File: src/rtl/tx_frame_arbiter.sv
// Frame-granular round-robin arbiter feeding one AXI-Stream packet generator.
// Whole frames are forwarded unbroken; illegal-length frames are swallowed.
`timescale 1ns/1ps

module tx_frame_arbiter #(
    parameter int NUM_SRC    = 2,
    parameter int WORD_BYTES = 1,
    parameter int MAX_LEN    = 1472,
    parameter int GAP_CYCLES = 16
) (
    input  logic                            CLK,
    input  logic                            reset_n,
    input  logic [NUM_SRC*WORD_BYTES*8-1:0] S_AXIS_TDATA,
    input  logic [NUM_SRC-1:0]              S_AXIS_TVALID,
    input  logic [NUM_SRC-1:0]              S_AXIS_TLAST,
    input  logic [NUM_SRC*12-1:0]           S_AXIS_TUSER,
    output logic [NUM_SRC-1:0]              S_AXIS_TREADY,
    output logic [WORD_BYTES*8-1:0]         M_AXIS_TDATA,
    output logic                            M_AXIS_TVALID,
    output logic                            M_AXIS_TLAST,
    output logic [11:0]                     M_AXIS_TUSER,
    input  logic                            M_AXIS_TREADY,
    output logic [NUM_SRC-1:0]              GRANT,
    output logic                            DROP_PULSE,
    output logic                            LEN_ERR_PULSE,
    output logic [15:0]                     FRAME_COUNT,
    output logic [15:0]                     DROP_COUNT
);

    localparam int DW       = WORD_BYTES * 8;
    localparam int SRC_W    = (NUM_SRC > 1) ? $clog2(NUM_SRC) : 1;
    localparam int GAP_W    = (GAP_CYCLES > 1) ? $clog2(GAP_CYCLES) : 1;
    localparam int GAP_LOAD = (GAP_CYCLES > 0) ? GAP_CYCLES - 1 : 0;
    localparam logic [11:0] MAX_LEN_V = 12'(MAX_LEN);

    typedef enum logic [1:0] {
        ST_IDLE,
        ST_PASS,
        ST_DROP,
        ST_GAP
    } state_t;

    state_t             state_q, state_d;
    logic [NUM_SRC-1:0] grant_q, grant_d;
    logic [SRC_W-1:0]   last_src_q, last_src_d;
    logic [SRC_W-1:0]   sel_q, sel_d;
    logic [11:0]        len_q, len_d;
    logic [11:0]        beat_cnt_q, beat_cnt_d;
    logic [15:0]        frame_count_q, frame_count_d;
    logic [15:0]        drop_count_q, drop_count_d;
    logic [GAP_W-1:0]   gap_cnt_q, gap_cnt_d;
    logic               drop_pulse_q, drop_pulse_d;
    logic               len_err_pulse_q, len_err_pulse_d;

    logic [DW-1:0]      src_data [NUM_SRC];
    logic [11:0]        src_len  [NUM_SRC];
    logic [SRC_W-1:0]   cand     [NUM_SRC];

    logic               win_valid;
    logic [SRC_W-1:0]   win_idx;
    logic [11:0]        win_len;
    logic [11:0]        beat_inc;
    logic               frame_end;

    // cand[k] is the k-th source in priority order, starting just above last_src.
    genvar gi;
    generate
        for (gi = 0; gi < NUM_SRC; gi++) begin : g_src
            assign src_data[gi] = S_AXIS_TDATA[gi*DW +: DW];
            assign src_len[gi]  = S_AXIS_TUSER[gi*12 +: 12];
            assign cand[gi]     = SRC_W'((int'(last_src_q) + gi + 1) % NUM_SRC);
        end
    endgenerate

    always_comb begin
        win_valid = 1'b0;
        win_idx   = '0;
        for (int k = 0; k < NUM_SRC; k++) begin
            if (!win_valid && S_AXIS_TVALID[cand[k]]) begin
                win_valid = 1'b1;
                win_idx   = cand[k];
            end
        end
    end

    assign win_len  = src_len[win_idx];
    // Saturate so an overlong frame can never wrap back onto a matching count.
    assign beat_inc = (beat_cnt_q == 12'hFFF) ? beat_cnt_q : beat_cnt_q + 12'd1;

    always_comb begin
        state_d         = state_q;
        grant_d         = grant_q;
        last_src_d      = last_src_q;
        sel_d           = sel_q;
        len_d           = len_q;
        beat_cnt_d      = beat_cnt_q;
        frame_count_d   = frame_count_q;
        drop_count_d    = drop_count_q;
        gap_cnt_d       = gap_cnt_q;
        drop_pulse_d    = 1'b0;
        len_err_pulse_d = 1'b0;
        frame_end       = 1'b0;
        S_AXIS_TREADY   = '0;
        M_AXIS_TDATA    = '0;
        M_AXIS_TVALID   = 1'b0;
        M_AXIS_TLAST    = 1'b0;
        M_AXIS_TUSER    = '0;

        case (state_q)
            ST_IDLE: begin
                if (win_valid) begin
                    grant_d          = '0;
                    grant_d[win_idx] = 1'b1;
                    last_src_d       = win_idx;
                    sel_d            = win_idx;
                    len_d            = win_len;
                    beat_cnt_d       = '0;
                    if ((win_len == 12'd0) || (win_len > MAX_LEN_V)) begin
                        state_d      = ST_DROP;
                        drop_pulse_d = 1'b1;
                    end else begin
                        state_d = ST_PASS;
                    end
                end
            end

            ST_PASS: begin
                M_AXIS_TDATA         = src_data[sel_q];
                M_AXIS_TVALID        = S_AXIS_TVALID[sel_q];
                M_AXIS_TLAST         = S_AXIS_TLAST[sel_q];
                M_AXIS_TUSER         = len_q;
                S_AXIS_TREADY[sel_q] = M_AXIS_TREADY;
                if (S_AXIS_TVALID[sel_q] && M_AXIS_TREADY) begin
                    beat_cnt_d = beat_inc;
                    if (S_AXIS_TLAST[sel_q]) begin
                        frame_count_d   = frame_count_q + 16'd1;
                        len_err_pulse_d = (beat_inc != len_q);
                        frame_end       = 1'b1;
                    end
                end
            end

            ST_DROP: begin
                S_AXIS_TREADY[sel_q] = 1'b1;
                if (S_AXIS_TVALID[sel_q] && S_AXIS_TLAST[sel_q]) begin
                    drop_count_d = drop_count_q + 16'd1;
                    frame_end    = 1'b1;
                end
            end

            ST_GAP: begin
                if (gap_cnt_q == '0) begin
                    state_d = ST_IDLE;
                end else begin
                    gap_cnt_d = gap_cnt_q - 1'b1;
                end
            end

            default: state_d = ST_IDLE;
        endcase

        if (frame_end) begin
            grant_d = '0;
            if (GAP_CYCLES == 0) begin
                state_d = ST_IDLE;
            end else begin
                state_d   = ST_GAP;
                gap_cnt_d = GAP_W'(GAP_LOAD);
            end
        end
    end

    always_ff @(posedge CLK or negedge reset_n) begin
        if (!reset_n) begin
            state_q         <= ST_IDLE;
            grant_q         <= '0;
            last_src_q      <= SRC_W'(NUM_SRC - 1);
            sel_q           <= '0;
            len_q           <= '0;
            beat_cnt_q      <= '0;
            frame_count_q   <= '0;
            drop_count_q    <= '0;
            gap_cnt_q       <= '0;
            drop_pulse_q    <= 1'b0;
            len_err_pulse_q <= 1'b0;
        end else begin
            state_q         <= state_d;
            grant_q         <= grant_d;
            last_src_q      <= last_src_d;
            sel_q           <= sel_d;
            len_q           <= len_d;
            beat_cnt_q      <= beat_cnt_d;
            frame_count_q   <= frame_count_d;
            drop_count_q    <= drop_count_d;
            gap_cnt_q       <= gap_cnt_d;
            drop_pulse_q    <= drop_pulse_d;
            len_err_pulse_q <= len_err_pulse_d;
        end
    end

    assign GRANT         = grant_q;
    assign DROP_PULSE    = drop_pulse_q;
    assign LEN_ERR_PULSE = len_err_pulse_q;
    assign FRAME_COUNT   = frame_count_q;
    assign DROP_COUNT    = drop_count_q;

endmodule

File: config.mk
export PLATFORM = sky130hd
export DESIGN_NAME = tx_frame_arbiter
export DESIGN_NICKNAME = d
export VERILOG_FILES = /design/src/rtl/tx_frame_arbiter.sv
export SDC_FILE = /design/constraint.sdc
export NUM_CORES = 1
export LEC_CHECK = 0
export CAP_MARGIN = 20
export CORE_MARGIN = 2
export CORE_UTILIZATION = 45
export DETAILED_ROUTE_END_ITERATION = 7
export GPL_TIMING_DRIVEN = 0
export PLACE_DENSITY = 0.81
export RECOVER_POWER = 25
export SYNTH_ARGS = -nofsm -noshare
export SYNTH_HDL_FRONTEND = slang
export SYNTH_SLANG_ARGS = --single-unit
File: constraint.sdc
create_clock -name CLK -period 2.95 [get_ports CLK]
set_input_delay 0.4425 -clock CLK [delete_from_list [all_inputs] [get_ports CLK]]
set_output_delay 0.4425 -clock CLK [all_outputs]
set_load 0.01 [all_outputs]
### Word level (Yosys, flattened, before mapping)

Index checks and enable logic that the tools add are counted.

| operators by class | value |
|---|---|
| bitwise gates (word level) | 3 |
| add/subtract/negate cells | 6 |
| reductions and logical operators | 22 |
| eq/ne operators | 10 |
| mux-type cells | 52 |
| order comparisons | 9 |

Operators with widths:

| kind | count |
|---|---|
| 12-bit 2-to-1 mux | 7 |
| 16-bit by 1-bit adder with 16-bit output (second input constant) | 2 |
| 8-bit 2-to-1 mux | 4 |
| 1-bit 2-to-1 mux | 25 |
| 12-bit case mux with 2 select lines | 1 |
| 2-bit 2-to-1 mux | 7 |
| 12-bit by 1-bit adder with 12-bit output (second input constant) | 1 |
| 12-bit equality test (second input constant) | 1 |
| 12-bit by 11-bit greater-than comparator with 1-bit output (second input constant) | 1 |
| 12-bit zero test | 1 |
| 4-bit 2-to-1 mux | 3 |
| 12-bit inequality test | 1 |
| 3-bit AND reduction | 3 |
| 1-bit by 2-bit less-than comparator with 1-bit output (second input constant) | 4 |
| 2-bit case mux with 2 select lines | 2 |
| 2-bit AND reduction | 4 |
| 2-bit nonzero test | 4 |
| 2-bit inequality test (second input constant) | 3 |
| 3-bit inequality test (second input constant) | 2 |
| 1-bit logical AND | 5 |
| 2-bit equality test (second input constant) | 2 |
| 2-bit >= comparator (second input constant) | 2 |
| 4-bit zero test | 1 |
| 1-bit NOT with 2-bit output | 2 |
| 11 further kinds | 14 |

| word-level totals | value |
|---|---|
| register bits after elaboration | 68 |
| output and inout bits | 60 |
| word-level logic and storage cells | 113 |

### Depth between registers and ports, before layout

Gate-level depths: netlist of the first run.

| depth | value |
|---|---|
| word-level depth | 17 |
| depth in mapped cells | 8 |
| mapped depth without buffers | 8 |

### Worst setup path before layout of the first run

OpenSTA, ideal clock, no wires.

| path | value |
|---|---|
| kind | register to register |
| start point | register beat_cnt_q[0] |
| end point | register len_err_pulse_q (netlist: LEN_ERR_PULSE) |
| setup slack | 0.901 ns |
| clock period less this slack | 2.049 ns |
| buffers on the path | 1 |
| cell stages (with the launch flop) | 9 |
| arrival | 1.906 ns |
| library setup time | 0.143 ns |
| required time | 2.807 ns |
| path through | dfrtp_1 ha_1 and3_1 buf_2 nand3_1 mux2i_1 xnor2_1 a2111oi_0 a31oi_1 |

| between the ends | value |
|---|---|
| longest elaborated chain between the ends | 6 |
| elaborated cells on any way between the ends | 7 |
| classes of those cells | add/sub: 1; eq/ne: 2; mux: 4 |

Ends and longest elaborated chain:

| item | RTL line | text |
|---|---|---|
| start: declaration | 48 | `logic [11:0] beat_cnt_q, beat_cnt_d;` |
| start signal: assignment | 192 | `beat_cnt_q <= beat_cnt_d;` |
| 12-bit by 1-bit adder with 12-bit output or 12-bit equality test (tied branches) | 88 | `assign beat_inc = (beat_cnt_q == 12'hFFF) ? beat_cnt_q : beat_cnt_q + 12'd1;` |
| 12-bit 2-to-1 mux * | 88 |  |
| 12-bit inequality test * | 137 | `len_err_pulse_d = (beat_inc != len_q);` |
| 1-bit 2-to-1 mux * | 135 | `if (S_AXIS_TLAST[sel_q]) begin` |
| 1-bit 2-to-1 mux * | 133 | `if (S_AXIS_TVALID[sel_q] && M_AXIS_TREADY) begin` |
| 1-bit 2-to-1 mux * | 109 | `case (state_q)` |
| named net len_err_pulse_d | 53 | `logic len_err_pulse_q, len_err_pulse_d;` |
| end signal: assignment | 197 | `len_err_pulse_q <= len_err_pulse_d;` |
| end: declaration | 53 |  |

The timed path passes the listed nets; every way through them passes the cells marked *.
A chain may end at the register's enable or synchronous reset.

### Worst setup path after layout of the first run

| path | value |
|---|---|
| start point | register state_q[1] |
| end point | output port S_AXIS_TREADY[0] |

| between the ends | value |
|---|---|
| longest elaborated chain between the ends | 2 |
| elaborated cells on any way between the ends | 3 |
| classes of those cells | eq/ne: 2; mux: 1 |

Ends and longest elaborated chain:

| item | RTL line | text |
|---|---|---|
| start: declaration | 43 | `state_t state_q, state_d;` |
| start signal: assignment | 187 | `state_q <= state_d;` |
| 2-bit equality test or 2-bit by 1-bit equality test with 1-bit output (tied branches) | 109 |  |
| 2-bit case mux with 2 select lines * | 109 |  |
| end: declaration | 17 | `output logic [NUM_SRC-1:0] S_AXIS_TREADY,` |

Every way passes the cells marked *; elsewhere a longest branch is shown, timed or not.

==> summary by stage, run 1 <==
Status
The flow ran to the end, but the final reports show violations. The checks that failed: capacitance limit, slew limit.

Routing
The number of routed nets with antenna violations is 0. Dividing the detail-routed wire length by the instance count gives 14.1 µm. After the first detailed-routing iteration, the DRC count stood at 176. For this block, the routed nets add up to 9000 µm of wire. Summing over every cut layer, the via total after detailed routing is 3,440.

The DRC violations left is 0. The via density per instance is 5.38. The first-pass iteration count of the detailed router is 4.

Min path
The class of the worst hold path is reg2reg. Along the worst hold path, the cell count comes to 1.

Final layout
The most common cell after layout, fill and taps aside is sky130_fd_sc_hd__clkdlybuf4s50_1. The final net count is 584. The fraction of final layout cells sized beyond drive strength 1 is 5.81%. The area growth from synthesis to layout is 36.0%. 0 antenna diodes ended up in the layout. Measured on the finished design, the core utilization comes to 63.5%. The layout has 689 filler cells. The library cells used most frequently in the layout, excluding fill and tap cells, are sky130_fd_sc_hd__clkdlybuf4s50_1 (105), sky130_fd_sc_hd__dfrtp_1 (67), sky130_fd_sc_hd__nand2_1 (46), sky130_fd_sc_hd__xnor2_1 (38), sky130_fd_sc_hd__nor2_1 (32).

Logic synthesis
By area, the combinational part of the netlist is dominated by simple AND/OR/NAND/NOR gates. The compound-cell area share of the yosys netlist is 11.6%. In the synthesized netlist, mux cells make up 7.59% of the area. By area the synthesized netlist is led by sky130_fd_sc_hd__dfrtp_1 (43%), sky130_fd_sc_hd__xnor2_1 (8.6%), sky130_fd_sc_hd__mux2i_1 (6.7%). The xor and xnor area share after synthesis is 10.6%. The fraction of registers with async set or reset after synthesis is 100%. The flip-flop and latch count after synthesis is 68.

Summing the areas of all and, or, nand and nor instances in the mapped netlist gives 20.5% of the synthesized area. The number of distinct library cells after synthesis is 47. The number of flops mapped to enable cells by yosys is 0. The proportion of synthesized chip area in sequential cells is 44.0%. After synthesis, the largest area contributor takes up 43.3% of total cell area. The yosys synthesis warning count is 0.

The average cell area after synthesis is 9.40 µm². sky130_fd_sc_hd__dfrtp_1 takes more of the synthesized area than any other cell. The most used flip-flop cell after synthesis is sky130_fd_sc_hd__dfrtp_1. The net count after synthesis is 467.

In this run the cell area of the synthesized design comes to 3870 µm². The gate count of the mapped netlist is 412. The synthesized-area fraction occupied by adder cells is 2.58%.

Clocking
The number of clock sinks is 68. The hold buffer count at cts is 0. The tree is rooted in a sky130_fd_sc_hd__clkbuf_8. TritonCTS built the clock tree. After clock tree synthesis, the setup repair step added 0 buffers.

The number of instances resized during post-cts repair is 0. At the later pin of the worst-skew pair, clock insertion delay measures 0.35 ns. The buffer depth of the longest clock path is 2. Clock-pin slew was measured on the worst setup and hold paths at 0.09 ns.

The maximum level of the CTS H-tree is 3. The CTS buffer count is 9.

Pwr
The analysis attributes to cell leakage a power of 2.20 nW. The completed layout was analyzed and its total power is 0.00356 W. VDD sags by at most 0.000440 V. The power density over cell area is 677 nW/µm².

Worst setup path
The worst setup path is captured at an output pin. Along the worst path, the maximum fanout reaches 7. The worst register-to-register path has a depth of 8. The master of the slowest instance on the critical path is sky130_fd_sc_hd__clkdlybuf4s50_1.

At the worst endpoint, the arrival time is 2.24 ns. Data on the critical path is required at its endpoint by 2.51 ns. The setup path with the least slack is of type reg2out. The maximum single-stage delay on the critical path is 0.50 ns. The critical path goes through inv_1 > ha_1 > and2_1 > o21ai_0 > nor2_1 > clkdlybuf4s50_1. The worst setup path is launched from a register.

Die
The initial utilization of the core area, before any placement, comes to 46.7%. The floorplan step defined a die boundary enclosing 9370 µm². The die boundary width is 96.8 µm. The chip height is 96.8 µm. The core region is 8300 µm². During I/O placement, the number of pins put on the boundary was 107. The count of standard-cell rows is 33.

Global route
In the global route stage, met3 resource usage came out at 4.41%. The layer flagged by global routing as most heavily used is met2. The initial antenna violation count is 0. The total congestion overflow is 0. For met1 alone, demand over resource in global routing was 25.5%. The largest net degree at the start of global routing is 69.

Global routing consumed, on the met2 layer, 33.5% of the routing resources. The total global routing track utilization is 19.9%. The via count of the first global-routing pass is 3,437.

The first global-routing pass estimated 15,600 µm of wire.

Timing
The max-slew headroom at the worst pin is -9.61%. For the final database, setup skew stands at 0.0102 ns. The measured slew at the worst slew-check pin is 1.64 ns. The count of endpoints failing hold in the final timing report was 0. Setup violations remaining at the end of the flow were counted as 0. Setup repair after global routing left no endpoint under its margin. Of the available clock period, the critical path in the final layout requires 91.1%. Static timing analysis puts the maximum clock frequency at 372 MHz. The worst path meets setup with 0.263 ns of slack. Across all hold checks on the routed design, the worst slack comes to 0.485 ns. The final-report max-slew violation count is 69.

The shortest clock period the worst path allows after layout is 2.69 ns.

Run
The max-capacitance violation count is 1.

Place
At the placement stage, the worst setup path has a slack of 0.194 ns. The number of port buffers is 106. Summed over all nets, the half-perimeter wirelength after detailed placement is 6780 µm. The final weighted congestion in routability-driven placement is 0.897.
[cell type report]
type | instances | area [µm²] | share of cell area [%]
Multi-Input combinational cell | 316 | 2050 | 38.9
Sequential cell | 68 | 1700 | 32.3
Timing Repair Buffer | 106 | 1060 | 20.0
Tap cell | 105 | 131 | 2.49
Clock buffer | 9 | 124 | 2.35
Clock inverter | 7 | 82.6 | 1.57
Buffer | 18 | 82.6 | 1.57
Inverter | 10 | 37.5 | 0.713
[Yosys cell counts (2+ instances only)]
library cell               number
sky130_fd_sc_hd__inv_1         10
sky130_fd_sc_hd__clkbuf_1      10
sky130_fd_sc_hd__o31ai_1        4
sky130_fd_sc_hd__and4_1         2
sky130_fd_sc_hd__nor2_1        32
sky130_fd_sc_hd__nand4b_1       2
sky130_fd_sc_hd__a41oi_1        2
sky130_fd_sc_hd__a21o_1         2
sky130_fd_sc_hd__xnor2_1       38
sky130_fd_sc_hd__a21oi_1       18
sky130_fd_sc_hd__o211ai_1       2
sky130_fd_sc_hd__nor4_1         6
sky130_fd_sc_hd__nor2b_1       11
sky130_fd_sc_hd__dfrtp_1       67
sky130_fd_sc_hd__nand2_1       46
sky130_fd_sc_hd__and2_1        13
sky130_fd_sc_hd__mux2_2         3
sky130_fd_sc_hd__xor2_1         9
sky130_fd_sc_hd__and3_1        11
sky130_fd_sc_hd__mux2i_1       26
sky130_fd_sc_hd__nand3_1       16
sky130_fd_sc_hd__a22o_1         2
sky130_fd_sc_hd__nand4_1       12
sky130_fd_sc_hd__ha_1           8
sky130_fd_sc_hd__buf_2          6
sky130_fd_sc_hd__a31oi_1        3
sky130_fd_sc_hd__nor3_1         5
sky130_fd_sc_hd__o21ai_0       27
[through the flow]
stage,cell area (µm²),setup TNS (ns),std cells
floorplan,3870,0,412
global route,5270,0,639
CTS,5270,0,639
detailed placement,5060,0,623
finish,5270,0,639
global placement,5070,-54.06,623
[final timing paths]
kind / from / to / slack (ns)
hold / removal: DROP_COUNT[15] / DROP_COUNT[15] / 0.49
setup / recovery: state_q[1] / S_AXIS_TREADY[0] / 0.26
max in group asynchronous: reset_n / beat_cnt_q[4] / 1.47
min in group asynchronous: reset_n / FRAME_COUNT[9] / 0.52
hold reg to reg: DROP_COUNT[15] / DROP_COUNT[15] / 0.49
setup reg to reg: beat_cnt_q[0] / LEN_ERR_PULSE / 0.47
[power breakdown]
group | switching, W | internal (W)
clock | 0.000401 | 0.000405
combinational | 0.000710 | 0.000721
sequential | 0.000193 | 0.00114
total | 0.00130 | 0.00226
[layer usage]
layer / part of all wire [%] / up-vias
li1: - / 1688
met1: 45 / 1636
met2: 49 / 108
met3: 5.6 / 8
met4: 0.83 / 0
met5: 0 / -
[critical path: cells and delay by family (launching register included)]
| family | cells | cell delay, ns |
|---|---|---|
| AOI/OAI and AO/OA | 1 | 0.40 |
| buffers and inverters | 2 | 0.58 |
| and+or+nand+nor | 2 | 0.28 |
| DFF | 1 | 0.40 |
| adders and majority gates | 1 | 0.26 |
[sequential cells by signal, summed over array words and instances (netlist names)]
| register | flops |
|---|---|
| gap_cnt_q | 4 |
| LEN_ERR_PULSE | 1 |
| DROP_COUNT | 16 |
| state_q | 2 |
| beat_cnt_q | 12 |
| DROP_PULSE | 1 |
| GRANT | 2 |
| sel_q | 1 |
| last_src_q | 1 |
| FRAME_COUNT | 16 |
| len_q | 12 |
[kinds of logic after synthesis]
kind of cell / Yosys count
AO/OA/AOI/OAI: 72
XOR/XNOR: 47
adder cells (fa/ha/maj): 8
buffers and inverters: 28
flip-flops: 68
multiplexers: 29
AND/OR/NAND/NOR: 160
(Power assumes the default switching activity.)
==> run 2: changes to the inputs <==
--- a/config.mk
+++ b/config.mk
@@ -5,7 +5,7 @@
 export SDC_FILE = /design/constraint.sdc
 export NUM_CORES = 1
 export LEC_CHECK = 0
-export CAP_MARGIN = 20
+export CORE_ASPECT_RATIO = 0.9
 export CORE_MARGIN = 2
 export CORE_UTILIZATION = 45
 export DETAILED_ROUTE_END_ITERATION = 7
==> run 2 against run 1 <==
  * The flow still finishes with violations (capacitance limit, slew limit)
  * Clock skew grew 0.00050 ns
  * Core utilization down 1.3 points
  * Critical path type unchanged
  * Final area is 0.24% lower
  * Critical path depth did not move
  * Non-clock buffer count unchanged
  * Flip-flop and latch count stayed put
  * Count of clock-buffer cells in the layout up 1
  * Clock power is 13% lower
  * Die area about the same
  * Via count increased by 1.4%
==> summary by stage, run 2 (synthesized netlist as in run 1, its figures left out) <==
Die
The chip height is 92.0 µm (was 96.8 µm). The placeable core area is 8450 µm² (was 8300 µm²). The initial core utilization was 45.9% (was 46.7%). The die boundary width was 102 µm (was 96.8 µm). The total die area is 9370 µm² (about the same). The count of standard-cell rows was 32 (was 33). The total I/O pin count is 107 (unchanged).

Worst setup path
The slack of the worst reg-to-reg path came to 0.44 ns (was 0.47 ns). The endpoint arrival time on the critical path came to 2.28 ns (was 2.24 ns). The category of the worst setup path capture point was an output pin (unchanged).

The endpoint of the most critical register-to-register path is LEN_ERR_PULSE (unchanged). The number of cell instances on the worst register-to-register path came to 6 (was 8). The class of the most critical setup path is reg2out (unchanged).

The startpoint of the most critical register-to-register path is beat_cnt_q[0] (unchanged). The nature of the critical path startpoint is a register (unchanged). The critical path required time is 2.51 ns (about the same). The maximum fanout count along the critical path is 7 (unchanged).

Routing
The final wirelength is 9550 µm (was 9000 µm). The via density per instance is 5.34 (was 5.38). The DRC violations left is 0 (unchanged). The number of routed nets with antenna violations came to 0 (unchanged).

The first-pass iteration count of the detailed router came to 5 (was 4). The average detailed-routed wire length per instance is 14.6 µm (was 14.1 µm). The overall via count from detail_route is 3,488 (was 3,440). The number of violations reported at the end of detailed-routing iteration 0 is 151 (was 176).

Clocking
The CTS buffer count is 9 (unchanged). The total setup buffers inserted after CTS was 0 (unchanged). The clock latency on the worst-skew pair is 0.34 ns (was 0.35 ns). The CTS tree is done (unchanged). The buffer depth of the longest clock path was 2 (unchanged).

The clock edge transition at the registers on the reported setup and hold paths was 0.08 ns (was 0.09 ns). The hold buffer count at cts is 0 (unchanged). The number of clock sinks was 68 (unchanged). The number of instances resized during post-cts repair was 0 (unchanged). The library cell used as clock root buffer was sky130_fd_sc_hd__clkbuf_8 (unchanged). The maximum level of the CTS H-tree was 3 (unchanged).

Final layout
The final standard cell utilization of the core is 62.2% (was 63.5%). The final net count is 584 (unchanged). The most common cell after layout, fill and taps aside is sky130_fd_sc_hd__clkdlybuf4s50_1 (unchanged). The number of antenna diodes came to 0 (unchanged). Most used cells in the layout excluding fill and tap cells: sky130_fd_sc_hd__clkdlybuf4s50_1 (105), sky130_fd_sc_hd__dfrtp_1 (67), sky130_fd_sc_hd__nand2_1 (46), sky130_fd_sc_hd__xnor2_1 (38), sky130_fd_sc_hd__nor2_1 (32) (unchanged). The fraction of final layout cells sized beyond drive strength 1 is 5.81% (unchanged). The area growth from synthesis to layout was 35.7% (was 36.0%).

Min path
The class of the worst hold path is reg2reg (unchanged). The worst min-delay path endpoint is FRAME_COUNT[15] (was DROP_COUNT[15]). The count of cells along the worst hold path is 1 (unchanged). The startpoint of the worst hold path is FRAME_COUNT[15] (was DROP_COUNT[15]).

Timing
The final-report max-slew violation count is 69 (unchanged). The part of the cycle the worst path needs is 92.2% (was 91.1%). The max-slew headroom at the worst pin is -10.8% (was -9.61%). The count of endpoints failing hold in the final timing report is 0 (unchanged).

The final worst-path setup slack came to 0.231 ns (was 0.263 ns). The measured slew at the worst slew-check pin is 1.66 ns (was 1.64 ns). The setup violation total in the final timing report came to 0 (unchanged). RSZ-0062 raised after global routing: false (unchanged). The shortest clock period the worst path allows after layout is 2.72 ns (was 2.69 ns). The setup clock skew after layout is 0.0107 ns (was 0.0102 ns).

The fmax is 368 MHz (was 372 MHz). The worst hold slack is 0.482 ns (was 0.485 ns).

Place
The detailed placement HPWL is 7270 µm (was 6780 µm). The number of port buffers is 106 (unchanged). The final weighted congestion in routability-driven placement is 0.906 (was 0.897).

The setup slack at placement came to 0.120 ns (was 0.194 ns).

Pwr
The peak supply drop is 0.000384 V (was 0.000440 V). The power density over cell area is 663 nW/µm² (was 677 nW/µm²). The leakage component of the power is 2.19 nW (was 2.20 nW). The sum of internal, switching and leakage power is 0.00348 W (was 0.00356 W).

Global route
The total global routing track utilization was 21.5% (was 19.9%). The first-pass GRT wire length is 16,200 µm (was 15,600 µm). The via count of the first global-routing pass is 3,326 (was 3,437). The initial antenna violation count was 0 (unchanged). The largest net degree at the start of global routing is 69 (unchanged).

The total congestion overflow is 0 (unchanged).

Run
The max-capacitance violation count came to 1 (unchanged).

Status
Result of the run: complete, but fails checks (unchanged). Violated checks: capacitance limit, slew limit (unchanged).
## run 2: power by group
part / leakage [nW] / internal [W] / switching [W]
sequential: 0.896 / 0.00114 / 0.000203
clock: 0.0885 / 0.000326 / 0.000372
combinational: 1.21 / 0.000721 / 0.000725
## run 2: how the worst max path moves through the flow
stage	start	cells after the start	endpoint
after CTS	state_q[1]	5	M_AXIS_TDATA[0]
final	state_q[1]	6	S_AXIS_TREADY[0]
after global routing	state_q[1]	6	S_AXIS_TREADY[0]
after detailed placement	S_AXIS_TVALID[1]	7	state_q[0]
after floorplan	beat_cnt_q[0]	8	LEN_ERR_PULSE
after global placement	reset_n	1	DROP_COUNT[15]
## run 2: worst max-delay path, stage by stage, from the launching register on
cell and delay (ns):
sky130_fd_sc_hd__dfrtp_1 0.40, sky130_fd_sc_hd__inv_1 0.08, sky130_fd_sc_hd__ha_1 0.27, sky130_fd_sc_hd__and2_1 0.21, sky130_fd_sc_hd__o21ai_0 0.37, sky130_fd_sc_hd__nor2_1 0.10
sky130_fd_sc_hd__clkdlybuf4s50_1 0.51
## run 2: metal layers
metal	track usage (%)	vias up	part of all wire [%]
li1	-	1687	-
met1	28.6	1658	44
met2	35.6	131	49
met3	4.95	12	6.4
met4	5.18	0	1.2
met5	0	-	0
## run 2: final cells by class
cell class	count	area [µm²]
plain buffers	18	82.6
well taps	119	149
clock buffers	10	138
repair buffers	106	1060
clock inverters	6	38.8
fillers	696	3190
flip-flops and latches	68	1700
inverters	10	37.5
multi-input cells	316	2050
## run 2: through the flow
step	TNS, ns	cells	area, µm²
2_1_floorplan	0	412	3870
3_3_place_gp	-53.27	637	5080
3_5_place_dp	0	637	5080
4_1_cts	0	653	5260
5_1_grt	0	653	5260
6_report	0	653	5260
==> run 3: changes to the inputs <==
--- a/config.mk
+++ b/config.mk
@@ -8,6 +8,7 @@
 export CORE_ASPECT_RATIO = 0.9
 export CORE_MARGIN = 2
 export CORE_UTILIZATION = 45
+export CTS_CLUSTER_DIAMETER = 150
 export DETAILED_ROUTE_END_ITERATION = 7
 export GPL_TIMING_DRIVEN = 0
 export PLACE_DENSITY = 0.81
==> results of run 3 <==
Final layout, timing and power as in run 2 (identical DEF).
